### src/rtl/decrement_then_stop_arst.sv
`default_nettype none
// +--------------------------------------------------------------------------+
// | decrement_then_stop_arst: loadable saturating down-counter with done pulse |
// | Revision: 1.0                                                            |
// +--------------------------------------------------------------------------+
module decrement_then_stop_arst #(
  parameter int Bits = 8
) (
  input  logic            clk_i,
  input  logic            rst_ni,
  input  logic            load_valid_i,
  output logic            load_ready_o,
  input  logic [Bits-1:0] start_val_i,
  input  logic [Bits-1:0] end_val_i,
  input  logic [Bits-1:0] step_i,
  input  logic            en_i,
  input  logic            abort_i,
  output logic [Bits-1:0] count_o,
  output logic            busy_o,
  output logic            done_o,
  input  logic            assert_on_i
);

  typedef enum logic [1:0] {
    ST_IDLE = 2'd0,
    ST_RUN  = 2'd1,
    ST_DONE = 2'd2
  } state_t;

  localparam logic [Bits-1:0] c_one = Bits'(1);

  state_t          r_state;
  logic [Bits-1:0] r_count;
  logic [Bits-1:0] r_end;
  logic [Bits-1:0] r_step;
  logic            r_done;

  logic            w_load;
  logic [Bits-1:0] w_step_ld;
  logic [Bits-1:0] w_rem;
  logic            w_last;

  assign load_ready_o = (r_state != ST_RUN);
  assign busy_o       = (r_state == ST_RUN);
  assign count_o      = r_count;
  assign done_o       = r_done;

  assign w_load    = load_valid_i & load_ready_o & ~abort_i;
  assign w_step_ld = (step_i == '0) ? c_one : step_i;
  // count >= end holds throughout RUN, so this subtraction cannot underflow
  assign w_rem     = r_count - r_end;
  assign w_last    = (w_rem <= r_step);

  always_ff @(posedge clk_i or negedge rst_ni) begin
    if (!rst_ni) begin
      r_state <= ST_IDLE;
      r_count <= '0;
      r_end   <= '0;
      r_step  <= '0;
      r_done  <= 1'b0;
    end else begin
      r_done <= 1'b0;
      if (abort_i) begin
        r_state <= ST_IDLE;
      end else if (w_load) begin
        r_count <= start_val_i;
        r_end   <= end_val_i;
        r_step  <= w_step_ld;
        if (start_val_i == end_val_i) begin
          r_state <= ST_DONE;
          // an immediate re-entry from DONE must not stretch the pulse
          r_done  <= ~r_done;
        end else begin
          r_state <= ST_RUN;
        end
      end else if (r_state == ST_RUN && en_i) begin
        if (w_last) begin
          r_count <= r_end;
          r_state <= ST_DONE;
          r_done  <= 1'b1;
        end else begin
          r_count <= r_count - r_step;
        end
      end
    end
  end

  always @(posedge clk_i) begin
    if (rst_ni && assert_on_i) begin
      if (w_load) begin
        assert (end_val_i <= start_val_i)
          else $error("load end_val_i=%h exceeds start_val_i=%h", end_val_i, start_val_i);
      end
      if (r_state != ST_IDLE) begin
        assert (r_count >= r_end)
          else $error("count_o=%h below end=%h", r_count, r_end);
      end
    end
  end

endmodule
`default_nettype wire

### config.mk
export PLATFORM = sky130hd
export DESIGN_NAME = decrement_then_stop_arst
export DESIGN_NICKNAME = d
export VERILOG_FILES = /design/src/rtl/decrement_then_stop_arst.sv
export SDC_FILE = /design/constraint.sdc
export NUM_CORES = 1
export LEC_CHECK = 0
export ABC_AREA = 1
export CAP_MARGIN = 20
export CORE_MARGIN = 2
export CORE_UTILIZATION = 53
export DETAILED_ROUTE_END_ITERATION = 8
export PLACE_DENSITY = 0.83
export SYNTH_ARGS = -nofsm -noshare
export SYNTH_HDL_FRONTEND = slang
export SYNTH_SLANG_ARGS = --single-unit
### constraint.sdc
create_clock -name clk_i -period 3.05 [get_ports clk_i]
set_input_delay 0.61 -clock clk_i [delete_from_list [all_inputs] [get_ports clk_i]]
set_output_delay 0.61 -clock clk_i [all_outputs]
set_load 0.02 [all_outputs]
== After elaboration in Yosys (flattened, before gate mapping) ==
Index checks and enable logic that the tools add are counted.
Storage, ports and cells
  flip-flop bits (word level): 27
  output and inout port bits: 11
  word-level logic and storage cells: 37
Cells by class
  add/sub/neg operators: 2
  $lt $le $gt $ge: 1
  equal/unequal tests: 3
  mux-type cells: 14
  bitwise logic cells: 4
  reductions and logical operators: 8
Operator list (number)
  8-bit two-way mux: 4
  8-bit subtractor: 2
  2-bit two-way mux: 5
  8-bit == test: 1
  8-bit <= comparator: 1
  8-bit logical NOT: 1
  2-bit AND reduction: 3
  3-bit nonzero test: 2
  1-bit two-way mux: 5
  1-bit AND: 2
  2-bit by 1-bit == test with 1-bit output (second input constant): 1
  2-bit by 1-bit inequality test with 1-bit output (second input constant): 1
  1-bit NOT: 2
  2-bit nonzero test: 1
  1-bit logical AND: 1

== Depth between registers and ports, before layout ==
  depth in word-level cells: 6
  mapped depth: 18
  mapped depth without buffers: 18

== Worst setup path after synthesis ==
OpenSTA, ideal clock, no wires.
  path type: flip-flop to flip-flop
  start point: reg r_count[0], in the netlist count_o[0]
  end point: reg r_state[1]
  setup time: 119 ps
  data arrival time: 2733 ps
  required time: 2931 ps
  setup slack: 197 ps
  cell stages (with the launch flop): 19
  path buffers: 0
  clock period less this slack: 2853 ps
  path through: dfrtp_1 -> inv_1 -> ha_1 -> fa_1 -> o21ai_0 -> nand2_1 -> nand2_1 -> a21oi_1 -> xnor2_1 -> ha_1 -> nand2_1 -> nor2_2 -> nand2_1 -> nand2_4 -> nand2_4 -> nand2_2 -> nand2_1 -> nand3_1 -> nand2_1
Between the ends
  cells in the longest elaborated chain, start to end: 4
Ends and longest elaborated chain
  start, declared: line 33  | logic [Bits-1:0] r_count;
  start signal, assigned: line 66  | r_count <= start_val_i;
  start signal, assigned: line 78  | r_count <= r_end;
  start signal, assigned: line 82  | r_count <= r_count - r_step;
  8-bit subtractor: line 51  | assign w_rem = r_count - r_end;
  8-bit <= comparator: line 52  | assign w_last = (w_rem <= r_step);
  3-bit nonzero test (no line)
  2-bit AND reduction (no line)
  end signal, assigned: line 56  | r_state <= ST_IDLE;
  end signal, assigned: line 64  | r_state <= ST_IDLE;
  end signal, assigned: line 70  | r_state <= ST_DONE;
  end, declared: line 32  | state_t r_state;
No other way between the ends.
A chain may end at the register's enable or synchronous reset.

== Final worst setup path ==
  start point: reg r_count[2], in the netlist count_o[2]
  end point: reg r_state[1]
The elaborated chain is that of the path after synthesis.

==> metrics.md <==
| Metric | Value |
|---|---|
| Min-Delay Path Class | `reg -> reg` |
| FF/Latch Area | `~680 sq um` |
| Post-Syn Nets | `379` |
| Die Ht | `70.2 microns` |
| Placed inst area | `2770 sq um` |
| Metal2 WL | `2.78 mm` |
| Critical-path top delay cell | `dfrtp_1` |
| Main combinational cell family by area after synthesis | `simple AND/OR/NAND/NOR gates` |
| Core area | `4290 sq um` |
| Synth top area share | `between 20 and 30%` |
| Filler cells | `357` |
| Pin slew with the least headroom to its limit | `0.637 ns` |
| Synth Area in Simple Gates | `29.2%` |
| Row cnt | `24` |
| Max-cap violations | `0` |
| Slew headroom | `between 50% and 60%` |
| Via count | `2,135` |
| Skew final | `0.00450 ns` |
| CP delay by family, top | `simple AND/OR/NAND/NOR gates` |
| Post-synthesis mux area share | `0%` |
| Buffers on Ports | `39` |
| WP data arrival | `about 3 ns` |
| Yosys warns | `0` |
| RSZ-0062 raised after global routing | `yes` |
| EDFF count, synth | `0` |
| Final nets | `424` |
| Leading area contributor after synthesis | `dfrtp_1` |
| CP Cell Sequence | `ha_1 > a21oi_1 > o21ai_2 > buf_4 > nand4_1 > o211ai_1 > xor2_1 > ha_1 > nand2_1 > nor2_4 > nand2_1 > nand2_4 > nand2_8 > nand2_2 > nand2_1 > nand3_1 > nand2_1` |
| RD Place Congestion | `0.865` |
| Met1 wire length | `2.37 mm` |
| # diodes | `0` |
| DRT antenna net count | `0` |
| Largest net degree at the start of global routing | `32` |
| Pwr Total | `3.08 mW` |
| Multi-input gate area | `1400 sq um` |
| Synthesized area per cell | `between 7 and 8 sq um` |
| Crit path largest cell delay | `0.45 ns` |
| Yosys reg bits | `27` |
| Fmax | `346 MHz` |
| WS Path Type | `reg -> reg` |
| Hold_ws | `0.491 ns` |
| Max Used Layer | `met4` |
| Area contributors post-synth | `dfrtp_1 (29%), nand2_1 (14%), ha_1 (12%)` |
| Die ar. | `around 5000 sq um` |
| Syn Inst Count | `325` |
| Via-to-Cell Ratio | `5.07` |
| Initial core utilization | `between 50% and 60%` |
| Setup crit end kind | `flip-flop` |
| Deepest clock path buffer count | `2` |
| Area Growth Syn to Fin | `23.4%` |
| Clk sinks | `27` |
| HPWL after DPL | `about 4.3 mm` |
| Top_reg_cell synth | `dfrtp_1` |
| Final period util | `94.9%` |
| Detailed-route wire length per cell | `12.6 microns` |
| Clk_lat worst skew | `0.27 ns` |
| Sequential area share after synthesis | `roughly 29%` |
| Synth top cells by count | `nand2_1 (87), inv_1 (67), dfrtp_1 (27)` |
| XOR/XNOR Fraction of Synth Area | `5.28%` |
| Crit path buffers/inverters | `1` |
| VDD IR max | `approximately 0.51 mV` |
| Initial antenna violation count | `0` |
| WL met3 | `134 microns` |
| P_leak | `1.52 nW` |
| Complex-gate fraction of the synthesized area | `about a tenth` |
| CTS root buf | `clkbuf_8` |
| First-pass GRT wire length | `9.03 mm` |
| Hold Vio Cnt, Final | `0` |
| CP required | `3.21 ns` |
| Final std cells w/o fill | `421` |
| Post-Syn Area | `about 2300 sq um` |
| Most frequent CP cell | `nand2_1` |
| Number of DRC markers in iteration 0 | `slightly above 80` |
| Hold Buf Count CTS | `0` |
| TritonCTS buffer count | `3` |
| Clk slew on worst S/H paths | `approximately 0.090 ns` |
| Max Slew Vio Count | `0` |
| Layout cells sized above 1 | `8.67%` |
| Die Width | `roughly 70 microns` |
| WL final | `5.33 mm` |
| Grt total ovfl | `0` |
| CTS tree | `built` |
| Placed cells | `415` |
| Most numerous cell in the Yosys netlist | `nand2_1` |
| Synth cell types | `33` |
| Synth Area in Adders | `13.6%` |
| Power per cell area | `~1100 nW/um^2` |
| # setup viols final | `0` |
| Design area | `approximately 2900 sq um` |
| # IOs | `41` |
| Crit start category | `flip-flop` |
| H-tree depth | `1` |
| Vias in the first global route | `2,059` |
| Residual DRC count | `0` |
| Outcome | `finished clean` |
| Gr usage total | `22.6%` |
| Min Tclk post-route | `2.89 ns` |
| Drt pass-1 iters | `5` |
| FFs w/ async S/R, synth | `100%` |
| Peak fanout along the critical path | `9` |
cells by family after synthesis:
group	count (synthesis)
AND/OR/NAND/NOR	144
XOR/XNOR	14
adder cells (fa/ha/maj)	24
AO/OA/AOI/OAI	43
flip-flops	27
buffers and inverters	73
layer usage:
metal	vias up	global-route usage, %
met1	989	29.3
met3	4	1.73
met5	-	0
met4	0	4.70
li1	1107	-
met2	35	41.1
final timing paths:
path | start | endpoint | slack [ns] | cells past startpoint
max | count_o[2] | r_state[1] | 0.16 | 17
min | r_step[2] | r_step[2] | 0.49 | 2
max reg2reg | count_o[2] | r_state[1] | 0.16 | 17
min reg2reg | r_step[2] | r_step[2] | 0.49 | 2
max in group asynchronous | rst_ni | count_o[6] | 2.08 | 2
min in group asynchronous | rst_ni | count_o[0] | 0.71 | 2
placed cells by master (no fill, tap or decap), drive strengths merged:
cell type      instances
xnor2                  8
dfrtp                 27
nand2                 93
fa                     2
inv                   69
a21oi                 16
clkdlybuf4s50         39
o211ai                 1
nand3                 19
ha                    22
a22oi                  1
xor2                   6
o22ai                  3
o21ai                 19
nor3                   1
or2                    3
nor4                   1
nand4                  5
clkbuf                 4
nor2                  19
a31oi                  1
buf                    5
a21boi                 1
nand3b                 3
a21o                   1
repair_timing:
action | 4_1_cts | 5_1_grt
gates resized for setup | 0 | 8
setup endpoints to repair | 0 | 11
setup buffers | 0 | 2
per-stage QoR:
| step | worst slack (ns) | setup TNS (ns) | util (%) |
|---|---|---|---|
| floorplan | 0.197 | 0 | - |
| global placement | 0.108 | 0 | 64.5 |
| detailed placement | 0.0189 | 0 | 64.5 |
| CTS | 0.00231 | 0 | 65.5 |
| global route | -0.0429 | -0.0578 | 66.8 |
| finish | 0.156 | 0 | 66.8 |
worst min-delay path, cell delays in order, from the launching register on:
cell and delay, ns:
dfrtp_1 0.36, nand2_1 0.05, o21ai_0 0.05
layout make-up:
class / instances / area share (%)
well taps: 52 / 2.27
multi-input cells: 225 / 48.6
inverters: 69 / 9.03
repair buffers: 44 / 14.9
clock buffers: 4 / 1.57
flip-flops and latches: 27 / 23.6
flip-flops by register name, indices dropped and copies added, names as in the netlist:
| name | flops |
|---|---|
| count_o | 8 |
| r_end | 8 |
| r_step | 8 |
| r_state | 2 |
| done_o | 1 |
power by group:
part / internal (mW) / switching [mW] / leakage (nW)
logic: 0.950 / 1.37 / 1.17
registers: 0.453 / 0.0967 / 0.326
clock network: 0.0934 / 0.108 / 0.0228
Power figures use the tool's default switching activity.
